## src/rtl/box_bounce_pkg.sv

```systemverilog
// box_bounce_pkg
// Shared definitions for the bouncing-box pixel source: FSM state encoding,
// the 8-entry colour palette stepped on every bounce frame, and the colour
// used for the optional play-area outline.
package box_bounce_pkg;

    typedef enum logic [1:0] {
        S_WAIT   = 2'd0,
        S_MOVE_X = 2'd1,
        S_MOVE_Y = 2'd2,
        S_COLOR  = 2'd3
    } state_t;

    localparam logic [11:0] PALETTE [8] = '{
        12'hF00, 12'h0F0, 12'h00F, 12'hFF0,
        12'h0FF, 12'hF0F, 12'hF80, 12'hFFF
    };

    localparam logic [11:0] BORDER_RGB = 12'hFFF;

endpackage

```

## src/rtl/box_bounce_gen_axis.sv

```systemverilog
// box_axis_step
// Combinational one-axis motion step with wall clamping.
//   pos      in   10  current top-left coordinate on this axis
//   dir      in    1  1 = increasing coordinate, 0 = decreasing
//   lo       in   10  lowest legal coordinate
//   hi       in   10  highest legal coordinate
//   step     in   10  displacement per frame
//   pos_nxt  out  10  coordinate after this frame's step
//   dir_nxt  out   1  direction after this frame's step
//   hit      out   1  this step touched a wall (position clamped, dir flipped)
// Sums and differences are done in 11 bits so nothing wraps near the limits.
module box_axis_step (
    input  logic [9:0] pos,
    input  logic       dir,
    input  logic [9:0] lo,
    input  logic [9:0] hi,
    input  logic [9:0] step,
    output logic [9:0] pos_nxt,
    output logic       dir_nxt,
    output logic       hit
);

    logic [10:0] pos_plus;
    logic [10:0] lo_plus;

    assign pos_plus = {1'b0, pos} + {1'b0, step};
    assign lo_plus  = {1'b0, lo} + {1'b0, step};

    always_comb begin
        pos_nxt = pos;
        dir_nxt = dir;
        hit     = 1'b0;
        if (dir) begin
            if (pos_plus > {1'b0, hi}) begin
                pos_nxt = hi;
                dir_nxt = 1'b0;
                hit     = 1'b1;
            end else begin
                pos_nxt = pos_plus[9:0];
            end
        end else begin
            if ({1'b0, pos} < lo_plus) begin
                pos_nxt = lo;
                dir_nxt = 1'b1;
                hit     = 1'b1;
            end else begin
                pos_nxt = pos - step;
            end
        end
    end

endmodule

```

## src/rtl/box_bounce_gen.sv

```systemverilog
// box_bounce_gen
// Pixel source drawing a solid square that moves one step per frame inside
// a rectangular play area, bouncing off its walls and changing colour on
// every frame that contains a bounce. Motion is applied only during vertical
// blanking; the pixel path looks one pixel ahead so the registered colour
// lines up with the display's current h_pos.
//   clk_25MHz   in   1   pixel clock
//   rst_        in   1   asynchronous active-low reset
//   h_pos       in  10   display horizontal position
//   v_pos       in  10   display vertical position
//   v_sync      in   1   display vertical sync, active-low
//   pause       in   1   freeze motion, sampled at the frame tick
//   rgb_out     out 12   {r,g,b} pixel colour
//   bounce_cnt  out  8   frames containing at least one bounce, saturating
// Build option: define BOX_BOUNCE_BORDER_EN to draw the play-area outline.
//
// state    | meaning
// ---------+-----------------------------------------------------------
// S_WAIT   | idle, waiting for an unpaused frame tick
// S_MOVE_X | apply horizontal step, record a wall hit
// S_MOVE_Y | apply vertical step, record a wall hit
// S_COLOR  | on a bounce frame advance colour and count; clear bounce flag
module box_bounce_gen
    import box_bounce_pkg::*;
#(
    parameter int          BOX_SIZE = 32,
    parameter int          STEP     = 2,
    parameter int          AREA_X0  = 100,
    parameter int          AREA_X1  = 540,
    parameter int          AREA_Y0  = 40,
    parameter int          AREA_Y1  = 440,
    parameter logic [11:0] BG_RGB   = 12'h000
) (
    input  logic        clk_25MHz,
    input  logic        rst_,
    input  logic [9:0]  h_pos,
    input  logic [9:0]  v_pos,
    input  logic        v_sync,
    input  logic        pause,
    output logic [11:0] rgb_out,
    output logic [7:0]  bounce_cnt
);

    localparam logic [9:0]  X_MIN  = 10'(AREA_X0 + 1);
    localparam logic [9:0]  X_MAX  = 10'(AREA_X1 - BOX_SIZE);
    localparam logic [9:0]  Y_MIN  = 10'(AREA_Y0 + 1);
    localparam logic [9:0]  Y_MAX  = 10'(AREA_Y1 - BOX_SIZE);
    localparam logic [9:0]  STEP_V = 10'(STEP);
    localparam logic [10:0] BOX_W  = 11'(BOX_SIZE);

    state_t      state, state_nxt;
    logic        vs_q;
    logic        tick;
    logic [9:0]  x, y;
    logic        dir_x, dir_y;
    logic [2:0]  col_idx;
    logic        bnc;
    logic        ld_x, ld_y, ld_col;

    logic [9:0]  x_nxt, y_nxt;
    logic        dir_x_nxt, dir_y_nxt;
    logic        hit_x, hit_y;

    // Rising edge of the active-low sync pulse: once per frame, in blanking.
    assign tick = v_sync & ~vs_q;

    always_ff @(posedge clk_25MHz or negedge rst_) begin
        if (!rst_) vs_q <= 1'b1;
        else       vs_q <= v_sync;
    end

    box_axis_step u_step_x (
        .pos     (x),
        .dir     (dir_x),
        .lo      (X_MIN),
        .hi      (X_MAX),
        .step    (STEP_V),
        .pos_nxt (x_nxt),
        .dir_nxt (dir_x_nxt),
        .hit     (hit_x)
    );

    box_axis_step u_step_y (
        .pos     (y),
        .dir     (dir_y),
        .lo      (Y_MIN),
        .hi      (Y_MAX),
        .step    (STEP_V),
        .pos_nxt (y_nxt),
        .dir_nxt (dir_y_nxt),
        .hit     (hit_y)
    );

    always_ff @(posedge clk_25MHz or negedge rst_) begin
        if (!rst_) state <= S_WAIT;
        else       state <= state_nxt;
    end

    always_comb begin
        state_nxt = state;
        ld_x      = 1'b0;
        ld_y      = 1'b0;
        ld_col    = 1'b0;
        case (state)
            S_WAIT: begin
                if (tick && !pause) state_nxt = S_MOVE_X;
            end
            S_MOVE_X: begin
                ld_x      = 1'b1;
                state_nxt = S_MOVE_Y;
            end
            S_MOVE_Y: begin
                ld_y      = 1'b1;
                state_nxt = S_COLOR;
            end
            S_COLOR: begin
                ld_col    = 1'b1;
                state_nxt = S_WAIT;
            end
            default: state_nxt = S_WAIT;
        endcase
    end

    // bnc collects hits from both axes so a corner hit counts as one bounce.
    always_ff @(posedge clk_25MHz or negedge rst_) begin
        if (!rst_) begin
            x          <= X_MIN;
            y          <= Y_MIN;
            dir_x      <= 1'b1;
            dir_y      <= 1'b1;
            col_idx    <= 3'd0;
            bnc        <= 1'b0;
            bounce_cnt <= 8'd0;
        end else begin
            if (ld_x) begin
                x     <= x_nxt;
                dir_x <= dir_x_nxt;
                if (hit_x) bnc <= 1'b1;
            end
            if (ld_y) begin
                y     <= y_nxt;
                dir_y <= dir_y_nxt;
                if (hit_y) bnc <= 1'b1;
            end
            if (ld_col) begin
                if (bnc) begin
                    col_idx <= col_idx + 3'd1;
                    if (bounce_cnt != 8'hFF) bounce_cnt <= bounce_cnt + 8'd1;
                end
                bnc <= 1'b0;
            end
        end
    end

    // One-pixel lookahead: colour computed for h_pos+1 and registered.
    logic [9:0]  nh;
    logic [10:0] nh_w, v_w, x_w, y_w;
    logic        in_box;
    logic [11:0] rgb_nxt;

    assign nh   = h_pos + 10'd1;
    assign nh_w = {1'b0, nh};
    assign v_w  = {1'b0, v_pos};
    assign x_w  = {1'b0, x};
    assign y_w  = {1'b0, y};

    assign in_box = (nh_w >= x_w) && (nh_w < x_w + BOX_W) &&
                    (v_w >= y_w) && (v_w < y_w + BOX_W);

`ifdef BOX_BOUNCE_BORDER_EN
    logic on_border;

    assign on_border =
        (((nh_w == 11'(AREA_X0)) || (nh_w == 11'(AREA_X1))) &&
         (v_w >= 11'(AREA_Y0)) && (v_w <= 11'(AREA_Y1))) ||
        (((v_w == 11'(AREA_Y0)) || (v_w == 11'(AREA_Y1))) &&
         (nh_w >= 11'(AREA_X0)) && (nh_w <= 11'(AREA_X1)));

    always_comb begin
        rgb_nxt = BG_RGB;
        if (in_box)         rgb_nxt = PALETTE[col_idx];
        else if (on_border) rgb_nxt = BORDER_RGB;
    end
`else
    always_comb begin
        rgb_nxt = BG_RGB;
        if (in_box) rgb_nxt = PALETTE[col_idx];
    end
`endif

    always_ff @(posedge clk_25MHz or negedge rst_) begin
        if (!rst_) rgb_out <= 12'h000;
        else       rgb_out <= rgb_nxt;
    end

endmodule
```

## config.mk

```make
export PLATFORM = sky130hd
export DESIGN_NAME = box_bounce_gen
export DESIGN_NICKNAME = d
export VERILOG_FILES = /design/src/rtl/box_bounce_pkg.sv /design/src/rtl/box_bounce_gen_axis.sv /design/src/rtl/box_bounce_gen.sv
export SDC_FILE = /design/constraint.sdc
export NUM_CORES = 1
export LEC_CHECK = 0
export ABC_CLOCK_PERIOD_IN_PS = 6100
export CAP_MARGIN = 20
export CELL_PAD_IN_SITES_DETAIL_PLACEMENT = 0
export CELL_PAD_IN_SITES_GLOBAL_PLACEMENT = 1
export CORE_UTILIZATION = 45
export CTS_BUF_LIST = sky130_fd_sc_hd__clkbuf_4 sky130_fd_sc_hd__clkbuf_8
export DETAILED_ROUTE_END_ITERATION = 7
export PLACE_DENSITY_LB_ADDON = 0.3
export SETUP_SLACK_MARGIN = 0.4
export SYNTH_ARGS = -nofsm -noshare
export SYNTH_HDL_FRONTEND = slang
export SYNTH_HIERARCHICAL = 1
export SYNTH_SLANG_ARGS = --single-unit
```

## constraint.sdc

```tcl
create_clock -name clk_25MHz -period 6.1 [get_ports clk_25MHz]
set_clock_uncertainty 0.15 [all_clocks]
set_input_delay 0.915 -clock clk_25MHz [delete_from_list [all_inputs] [get_ports clk_25MHz]]
set_output_delay 0.915 -clock clk_25MHz [all_outputs]
set_load 0.05 [all_outputs]
```

==> results.py, run 1 <==
metrics = {
    "drt": {
        "viasPerCell": 4.90,
        "drt_iter0_markers": 206,
        "wl_per_cell_um": 12.9,
        "drt_wl_total_um": 15100,
        "ant_nets": 0,
        "firstDrtPassIters": 4,
        "num_vias": 5710,
        "post-route-drc-count": 0,
    },
    "status": {
        "status": "finished, final reports clean",
    },
    "floorplanning": {
        "die-area_mm2": 0.0158,
        "pin_count": 44,
        "core_area_mm2": 0.0148,
        "die_w_um": 126,
        "fp.dieH_um": 126,
        "rows": 44,
        "start_util": 0.467,
    },
    "power": {
        "p_per_area_mw_per_mm2": 484,
        "ir_worst_vdd_mv": 0.195,
        "totalPowerFinal_w": 0.00387,
        "leakage_nw": 3.91,
    },
    "global_routing": {
        "grt.overflow.total": 0,
        "antenna_found_initial": 0,
        "grt_max_degree": 42,
        "grt_pass1_vias": 5457,
        "grt_use_total": 0.199,
        "grt_pass1_wl_um": 26100,
    },
    "synth": {
        "ys_warn_count": 6,
        "yosysTopAreaCell": "ha_1",
        "synth-edff-count": 0,
        "synth_area_per_cell_um2": 8.42,
        "synth_seq_cells": 41,
        "syn_area_mm2": 0.00689,
        "yosys_most_used_dff": "dfrtp_1",
        "synth_cell_types": 66,
        "yosys-top-cells-area": "ha_1, dfrtp_1, mux2i_1",
        "synthCells": 818,
        "seq_area_frac_synth": 0.151,
        "synthArstFlopShare": 1.00,
        "synth_top_cell_area_share": 0.254,
    },
    "setup_path": {
        "worstPathArrival_ns": 3.96,
        "worstReg2RegStart": "x[2]",
        "critPathCaptureType": "register",
        "ff2ff_path_depth": 15,
        "cp-start-kind": "register",
        "crit_type": "reg -> reg",
        "critPathMaxFanout": 12,
        "cp.required_ns": 6.11,
        "r2r_setup_slack_ns": 2.16,
        "reg2reg_to": "x[8]",
    },
    "clock_network": {
        "clk_pin_slew_ns": 0.09,
        "htreeDepth": 2,
        "postCtsResizedCells": 0,
        "clk_latency_ns": 0.31,
        "postCtsSetupRepairBufs": 0,
        "numCtsBuffers": 5,
        "cts_hold_buf": 0,
        "clock_path_buffers": 2,
        "clock_sinks": 41,
        "cts.root.buffer_cell": "clkbuf_8",
        "cts_tree": "built",
    },
    "layout": {
        "regArea_mm2": 0.00104,
        "layout-drive-gt1-share": 0.0469,
        "final_cell_count_no_fill": 1165,
        "syn_to_final_growth_pct": 16.0,
        "nFillCells": 1498,
        "nets": 1150,
        "n_antenna_cell": 0,
        "multiInputGateArea_mm2": 0.00584,
        "final_core_util": 0.542,
        "final_area_mm2": 0.00799,
    },
    "placed_design": {
        "post-place-cells": 1157,
        "port_buffers": 43,
        "placed_area_mm2": 0.00790,
        "dp_hpwl_um": 12400,
        "gp_congestion": 0.816,
    },
    "sta": {
        "finalMaxSlewViolations": 0,
        "setup_tns_ns": 0,
        "finalCriticalPeriod_ns": 3.94,
        "slew_headroom": 0.379,
        "setup_viol": 0,
        "worst_slew_pin_slew_ns": 0.932,
        "finalHoldViolations": 0,
        "rsz0062_at_grt": "false",
        "fmax_ghz": 0.254,
        "finalCritPeriodShare": 0.647,
    },
    "run": {
        "drv_cap": 0,
    },
    "worst_hold_path": {
        "min_from": "bounce_cnt[5]",
        "hp-class": "reg -> reg",
        "min_path_cells": 1,
        "hold-path-endpoint": "bounce_cnt[5]",
    },
}
## metrics by stage
step	hold WS, ns	setup slack (ns)
after floorplan	0.345	2.67
after global placement	0.338	2.12
after detailed placement	0.347	2.12
after CTS	0.361	2.11
after global routing	0.388	1.78
final	0.355	2.16
## registers in the layout, summed over array words and instances (netlist names)
| register | count |
|---|---|
| vs_q | 1 |
| rgb_out | 4 |
| dir_y | 1 |
| state | 2 |
| bnc | 1 |
| col_idx | 3 |
| y | 10 |
| dir_x | 1 |
| bounce_cnt | 8 |
| x | 10 |
## critical path, stage by stage, from the launching register on
cell,delay (ns)
dfstp_2,0.57
ha_1,0.33
a221oi_1,0.46
o22ai_1,0.23
nor3_1,0.23
a211oi_1,0.09
ha_1,0.32
nand3_1,0.09
nor3_1,0.17
a21oi_1,0.06
nor2_1,0.10
o221a_2,0.45
mux2i_1,0.24
mux2i_1,0.13
nand2_1,0.10
o21ai_0,0.09
## cell usage after synthesis, types with 4 or more instances
cell type,instances
mux2i_1,53
clkbuf_1,11
nor2_1,38
nor2b_1,7
xnor2_1,42
o21bai_1,10
buf_2,4
xor2_1,19
nor3_1,19
mux2_2,7
a21oi_2,4
nand3_1,28
o21ai_1,8
a211oi_1,5
o21a_1,8
o22ai_1,4
dfrtp_1,31
nand2b_1,13
inv_1,96
o31ai_1,4
nor3b_1,4
nand3b_1,5
nand4_1,12
fa_1,6
dfstp_2,10
ha_1,140
nand2_1,48
o21ai_0,47
a21oi_1,51
a21o_1,9
buf_4,12
## how the worst max path moves through the flow
stage / startpoint / endpoint / slack [ns] / cells after the start
5_1_grt: x[2] / bnc / 1.78 / 14
2_1_floorplan: x[2] / x[3] / 2.67 / 17
6_report: x[2] / x[8] / 2.16 / 15
3_3_place_gp: h_pos[0] / rgb_out[6] / 2.12 / 10
4_1_cts: x[2] / bnc / 2.11 / 13
3_5_place_dp: h_pos[0] / rgb_out[6] / 2.12 / 10
## per-layer routing
metal	vias up	part of all wire	GRT usage
met5	-	0	0
met4	0	0.013	0.0316
met3	15	0.017	0.0208
met2	47	0.46	0.345
met1	2567	0.51	0.271
li1	3081	-	-
## cell type report
cell class                      instances  share of cell area
Multi-Input combinational cell        793               0.731
Clock inverter                          3             0.00313
Inverter                               96              0.0451
Timing Repair Buffer                   43              0.0532
Tap cell                              184              0.0288
Clock buffer                            5             0.00861
Sequential cell                        41               0.130
## cell usage in the layout (no fill, tap or decap), drive strengths merged, types with 28 or more instances in the layout
cell and n:
conb 144, nand2 48, a21oi 55, dfrtp 31
clkdlybuf4s50 42, mux2i 53, nor2 38, ha 140
inv 97, o21ai 55, xnor2 42, nand3 28
## logic make-up (layout without fill, tap and decap cells)
| logic type | count (synthesis) | in the layout | synth area share |
|---|---|---|---|
| and+or+nand+nor | 190 | 190 | 0.136 |
| other | 2 | 144 | 0.00109 |
| xor gates and xnor gates | 61 | 61 | 0.0776 |
| AOI/OAI and AO/OA | 192 | 192 | 0.196 |
| DFF | 41 | 41 | 0.151 |
| buffers and inverters | 126 | 147 | 0.0781 |
| muxes | 60 | 60 | 0.0885 |
| adders and majority gates | 146 | 146 | 0.272 |
## where the power goes
| part | total (W) | switching (W) | internal [W] | leakage, nW |
|---|---|---|---|---|
| Combinational | 0.00302 | 0.00169 | 0.00133 | 3.37 |
| Sequential | 0.000654 | 0.000238 | 0.000416 | 0.497 |
| Clock | 0.000192 | 0.000109 | 0.0000827 | 0.0447 |
(Power assumes the default switching activity.)
==> run 2, diff against run 1 <==
--- a/config.mk
+++ b/config.mk
@@ -5,11 +5,11 @@
 export SDC_FILE = /design/constraint.sdc
 export NUM_CORES = 1
 export LEC_CHECK = 0
-export ABC_CLOCK_PERIOD_IN_PS = 6100
+export ABC_CLOCK_PERIOD_IN_PS = 3400
 export CAP_MARGIN = 20
 export CELL_PAD_IN_SITES_DETAIL_PLACEMENT = 0
 export CELL_PAD_IN_SITES_GLOBAL_PLACEMENT = 1
-export CORE_UTILIZATION = 45
+export CORE_UTILIZATION = 43
 export CTS_BUF_LIST = sky130_fd_sc_hd__clkbuf_4 sky130_fd_sc_hd__clkbuf_8
 export DETAILED_ROUTE_END_ITERATION = 7
 export PLACE_DENSITY_LB_ADDON = 0.3
==> constraint.sdc (replaced) <==
create_clock -name clk_25MHz -period 3.4 [get_ports clk_25MHz]
set_clock_uncertainty 0.15 [all_clocks]
set_input_delay 0.51 -clock clk_25MHz [delete_from_list [all_inputs] [get_ports clk_25MHz]]
set_output_delay 0.51 -clock clk_25MHz [all_outputs]
set_load 0.05 [all_outputs]
==> results.py, run 2 (synthesis results as in run 1) <==
metrics = {
    "sta": {
        "setup_viol": 16,
        "finalHoldViolations": 0,
        "finalCriticalPeriod_ns": 3.51,
        "setup_tns_ns": -1.06,
        "finalMaxSlewViolations": 0,
        "worst_slack_ns": -0.112,
        "finalCritPeriodShare": 1.03,
        "slew_headroom": 0.381,
        "fmax_ghz": 0.285,
        "worst_slew_pin_slew_ns": 0.929,
        "hold_ws_ns": 0.181,
        "rsz0062_at_grt": "true",
    },
    "power": {
        "pwr-share-clk": 0.053,
        "p_sw_frac": 0.474,
        "p_comb_frac": 0.840,
        "internal-power_w": 0.00501,
        "seqPwrFrac": 0.107,
        "ir_worst_vdd_mv": 0.725,
        "switchingPower_w": 0.00450,
        "leakage_nw": 4.48,
        "p_per_area_mw_per_mm2": 1030,
        "totalPowerFinal_w": 0.00951,
    },
    "global_routing": {
        "grt_use_total": 0.205,
        "grt_max_degree": 42,
        "grt_pass1_wl_um": 27100,
        "grt.overflow.total": 0,
        "antenna_found_initial": 0,
        "grt_pass1_vias": 5745,
    },
    "layout": {
        "layout_common_cells": "conb_1, ha_1, inv_1, buf_4",
        "syn_to_final_growth_pct": 34.5,
        "top_regs": "x: 10 flops, y: 10 flops, bounce_cnt: 8 flops",
        "final_core_util": 0.600,
        "layout_commonest_cell": "conb_1",
        "nFillCells": 1434,
        "nets": 1232,
        "layout-drive-gt1-share": 0.180,
        "n_antenna_cell": 0,
    },
    "setup_path": {
        "cp_cell_sequence": "ha_4 > a221oi_4 > o22ai_2 > nor3_2 > a211oi_4 > ha_4 > nand3_4 > nor3_4 > a21oi_2 > nor2_1 > o221a_4 > buf_6 > mux2i_1 > mux2i_1 > nand2_1 > o21ai_1",
        "ff2ff_path_depth": 16,
        "worstPathArrival_ns": 3.53,
        "worstReg2RegStart": "x[2]",
        "critPathCaptureType": "register",
        "critPathMaxFanout": 3,
        "r2r_setup_slack_ns": -0.11,
        "path_buf_inv": 1,
        "cp-start-kind": "register",
        "crit_type": "reg -> reg",
        "cp_slowest_stage_delay_ns": 0.56,
        "crit_family": "compound AO/OA/AOI/OAI gates",
        "reg2reg_to": "x[7]",
        "crit_slowest_cell": "dfstp_2",
        "cp.required_ns": 3.42,
    },
    "clock_network": {
        "htreeDepth": 2,
        "clk_latency_ns": 0.31,
        "clock_sinks": 41,
        "cts_hold_buf": 0,
        "cts_tree": "built",
        "clk_pin_slew_ns": 0.10,
        "numCtsBuffers": 5,
        "cts.root.buffer_cell": "clkbuf_8",
        "clock_path_buffers": 2,
    },
    "drt": {
        "drt_iter0_markers": 246,
        "wl_per_cell_um": 13.2,
        "num_vias": 6133,
        "firstDrtPassIters": 4,
        "drt_wl_total_um": 16900,
        "post-route-drc-count": 0,
        "viasPerCell": 4.81,
        "ant_nets": 0,
    },
    "floorplanning": {
        "pin_count": 44,
        "start_util": 0.446,
        "rows": 45,
        "fp.dieH_um": 129,
        "die-area_mm2": 0.0165,
        "die_w_um": 129,
        "core_area_mm2": 0.0154,
    },
    "status": {
        "violations": "setup timing",
        "status": "finished with violations",
    },
    "placed_design": {
        "gp_congestion": 0.865,
        "port_buffers": 43,
        "dp_hpwl_um": 13400,
    },
    "run": {
        "drv_cap": 0,
    },
    "worst_hold_path": {
        "hp-class": "in -> async",
    },
}
run 2: cell types whose count changed in the layout (fill, tap and decap cells not counted), sizes merged, moves of 2 or more:
cell / before / now
buf: 1 / 82
bufinv: 0 / 2
clkdlybuf4s50: 42 / 37
dlygate4sd2: 0 / 2
dlymetal6s2s: 0 / 3
run 2: power groups by stage:
stage          logic (W)  clock network, W  registers, W
2_1_floorplan    0.00458                 0       0.00110
6_report         0.00799          0.000500       0.00102
3_5_place_dp     0.00639                 0       0.00102
4_1_cts          0.00713          0.000510       0.00101
5_1_grt          0.00875          0.000522       0.00105
3_3_place_gp     0.00634                 0       0.00101
run 2: through the flow:
| step | instances | cell area [um^2] | worst slack [ns] |
|---|---|---|---|
| CTS | 1267 | 8940 | 0.00805 |
| global route | 1274 | 9260 | -0.315 |
| floorplan | 960 | 7580 | 0.214 |
| global placement | 1246 | 8530 | -0.176 |
| finish | 1274 | 9260 | -0.112 |
| detailed placement | 1246 | 8530 | -0.161 |
run 2: area by class of cell:
class / instances / area (um^2) / area share
Clock buffer: 5 / 68.8 / 0.00743
Sequential cell: 41 / 1040 / 0.112
Multi-Input combinational cell: 794 / 6380 / 0.689
Clock inverter: 3 / 68.8 / 0.00743
Inverter: 96 / 360 / 0.0389
Timing Repair Buffer: 124 / 1080 / 0.117
Tap cell: 211 / 264 / 0.0285
run 2: worst max path at each step:
stage                       to  slack [ns]      from  cells past startpoint
detailed placement  rgb_out[3]       -0.16  h_pos[0]                     10
finish                    x[7]       -0.11      x[2]                     16
CTS                       y[2]       0.008      y[1]                     17
global placement    rgb_out[3]       -0.18  h_pos[0]                     10
global route              y[2]       -0.31      y[1]                     18
floorplan                 x[3]        0.21      x[2]                     17
run 2: repair_timing:
item                                    4_1_cts  5_1_grt
cloned                                        1        0
endpoints found under the setup margin       27       27
resized for setup                            37       49
setup buffers                                12        7
pin swaps                                    18       27
run 2: per-layer routing:
metal  wire, um  GRT usage
met5          0          0
met2       8460      0.372
met4        191     0.0388
met1       8010      0.268
met3        196     0.0141
==> run 3, diff against run 2 <==
--- a/config.mk
+++ b/config.mk
@@ -5,11 +5,11 @@
 export SDC_FILE = /design/constraint.sdc
 export NUM_CORES = 1
 export LEC_CHECK = 0
-export ABC_CLOCK_PERIOD_IN_PS = 3400
+export ABC_CLOCK_PERIOD_IN_PS = 4000
 export CAP_MARGIN = 20
 export CELL_PAD_IN_SITES_DETAIL_PLACEMENT = 0
 export CELL_PAD_IN_SITES_GLOBAL_PLACEMENT = 1
-export CORE_UTILIZATION = 43
+export CORE_UTILIZATION = 45
 export CTS_BUF_LIST = sky130_fd_sc_hd__clkbuf_4 sky130_fd_sc_hd__clkbuf_8
 export DETAILED_ROUTE_END_ITERATION = 7
 export PLACE_DENSITY_LB_ADDON = 0.3
==> constraint.sdc (replaced) <==
create_clock -name clk_25MHz -period 4 [get_ports clk_25MHz]
set_clock_uncertainty 0.15 [all_clocks]
set_input_delay 0.4 -clock clk_25MHz [delete_from_list [all_inputs] [get_ports clk_25MHz]]
set_output_delay 0.4 -clock clk_25MHz [all_outputs]
set_load 0.05 [all_outputs]
==> results.py, run 3 (synthesis results as in run 1) <==
metrics = {
    "status": {
        "status": "finished, final reports clean",
    },
    "global_routing": {
        "grt_max_degree": 42,
        "grt_use_total": 0.208,
        "grt_pass1_wl_um": 26800,
        "grt_pass1_vias": 5607,
        "grt.overflow.total": 0,
        "antenna_found_initial": 0,
    },
    "clock_network": {
        "htreeDepth": 2,
        "clk_pin_slew_ns": 0.10,
        "cts_tree": "built",
        "clock_path_buffers": 2,
        "clock_sinks": 41,
        "clk_latency_ns": 0.31,
        "numCtsBuffers": 5,
        "cts_hold_buf": 0,
        "cts.root.buffer_cell": "clkbuf_8",
    },
    "placed_design": {
        "dp_hpwl_um": 12800,
        "gp_congestion": 0.886,
        "post-place-cells": 1168,
        "port_buffers": 43,
        "place_ws_ns": 0.0860,
    },
    "sta": {
        "fmax_ghz": 0.283,
        "setup_viol": 0,
        "slew_headroom": 0.361,
        "rsz0062_at_grt": "true",
        "worst_slew_pin_slew_ns": 0.959,
        "finalHoldViolations": 0,
        "finalCritPeriodShare": 0.882,
        "setup_tns_ns": 0,
        "hold_ws_ns": 0.0797,
        "finalMaxSlewViolations": 0,
        "worst_slack_ns": 0.472,
        "finalCriticalPeriod_ns": 3.53,
    },
    "floorplanning": {
        "pin_count": 44,
        "start_util": 0.467,
        "die_w_um": 126,
        "rows": 44,
        "core_area_mm2": 0.0148,
        "die-area_mm2": 0.0158,
        "fp.dieH_um": 126,
    },
    "drt": {
        "num_vias": 5896,
        "ant_nets": 0,
        "firstDrtPassIters": 4,
        "post-route-drc-count": 0,
        "drt_iter0_markers": 262,
        "viasPerCell": 4.92,
        "drt_wl_total_um": 16500,
        "wl_per_cell_um": 13.8,
    },
    "setup_path": {
        "worstPathArrival_ns": 3.54,
        "worstReg2RegStart": "y[3]",
        "ff2ff_path_depth": 17,
        "cp-start-kind": "register",
        "critPathCaptureType": "register",
        "critPathMaxFanout": 7,
        "reg2reg_to": "y[9]",
        "cp.required_ns": 4.01,
        "r2r_setup_slack_ns": 0.47,
        "crit_type": "reg -> reg",
    },
    "layout": {
        "top_regs": "x: 10 flops, y: 10 flops, bounce_cnt: 8 flops",
        "layout-drive-gt1-share": 0.124,
        "final_cell_count_no_fill": 1198,
        "nets": 1183,
        "n_antenna_cell": 0,
        "layout_commonest_cell": "conb_1",
        "layout_common_cells": "conb_1, ha_1, inv_1, mux2i_1",
        "syn_to_final_growth_pct": 25.4,
    },
    "power": {
        "p_per_area_mw_per_mm2": 804,
        "leakage_nw": 4.14,
        "ir_worst_vdd_mv": 0.407,
    },
    "run": {
        "drv_cap": 0,
    },
    "worst_hold_path": {
        "hp-class": "in -> async",
    },
}
## run 3: changes by cell type in the layout (fill, tap and decap cells not counted), sizes merged
| cell | change |
|---|---|
| buf | -50 |
| clkdlybuf4s50 | +5 |
| dlymetal6s2s | -3 |
| bufinv | -2 |
| dlygate4sd2 | -2 |
| clkinv | +1 |
| clkinvlp | +1 |
| o221a | +1 |
## run 3: metal layers
| metal | track usage | vias up | wire length (um) |
|---|---|---|---|
| li1 | - | 3153 | - |
| met1 | 0.271 | 2690 | 7740 |
| met2 | 0.375 | 41 | 8400 |
| met3 | 0.0200 | 12 | 206 |
| met4 | 0.0387 | 0 | 146 |
| met5 | 0 | - | 0 |
## run 3: through the flow
| step | util | total power (W) | area [um^2] |
|---|---|---|---|
| 2_1_floorplan | - | 0.00464 | 7420 |
| 3_3_place_gp | 0.541 | 0.00563 | 7980 |
| 3_5_place_dp | 0.541 | 0.00565 | 7980 |
| 4_1_cts | 0.560 | 0.00633 | 8260 |
| 5_1_grt | 0.585 | 0.00756 | 8630 |
| 6_report | 0.585 | 0.00694 | 8630 |
## run 3: worst max path at each step
stage	start	end	slack [ns]	cells after the start
5_1_grt	x[1]	x[8]	0.30	17
3_3_place_gp	x[2]	bnc	0.19	13
2_1_floorplan	x[2]	x[3]	0.57	17
4_1_cts	x[2]	x[4]	0.37	17
6_report	y[3]	y[9]	0.47	17
3_5_place_dp	x[2]	bnc	0.09	14
## run 3: where the power goes
part / switching (W) / internal, W
logic: 0.00311 / 0.00262
registers: 0.000271 / 0.000638
clock network: 0.000175 / 0.000126
## run 3: critical path, cell delays in order, from the launching register on
cell and delay [ns]:
dfstp_2 0.60, ha_4 0.23, buf_4 0.16, inv_2 0.06
a21oi_4 0.06, o21bai_1 0.18, a21oi_2 0.10, xor2_2 0.16
ha_1 0.30, nand4_1 0.13, a21oi_1 0.19, nor4_2 0.07
buf_4 0.15, o221a_4 0.30, mux2i_1 0.21, o22ai_1 0.15
nand2_1 0.10, o21ai_0 0.09
## run 3: layout make-up
class                      count  area [um^2]
inverter                      96          360
multi-input combinational    795         6250
timing repair buffer          74          662
tap                          184          230
sequential                    41         1040
fill                        1393         6120
clock buffer                   5         68.8
clock inverter                 3         25.0
## run 3: repair_timing
item | 4_1_cts | 5_1_grt
resized for setup | 19 | 53
endpoints found under the setup margin | 22 | 23
setup buffers | 7 | 13
gates cloned | 2 | 0
pin swaps | 9 | 27
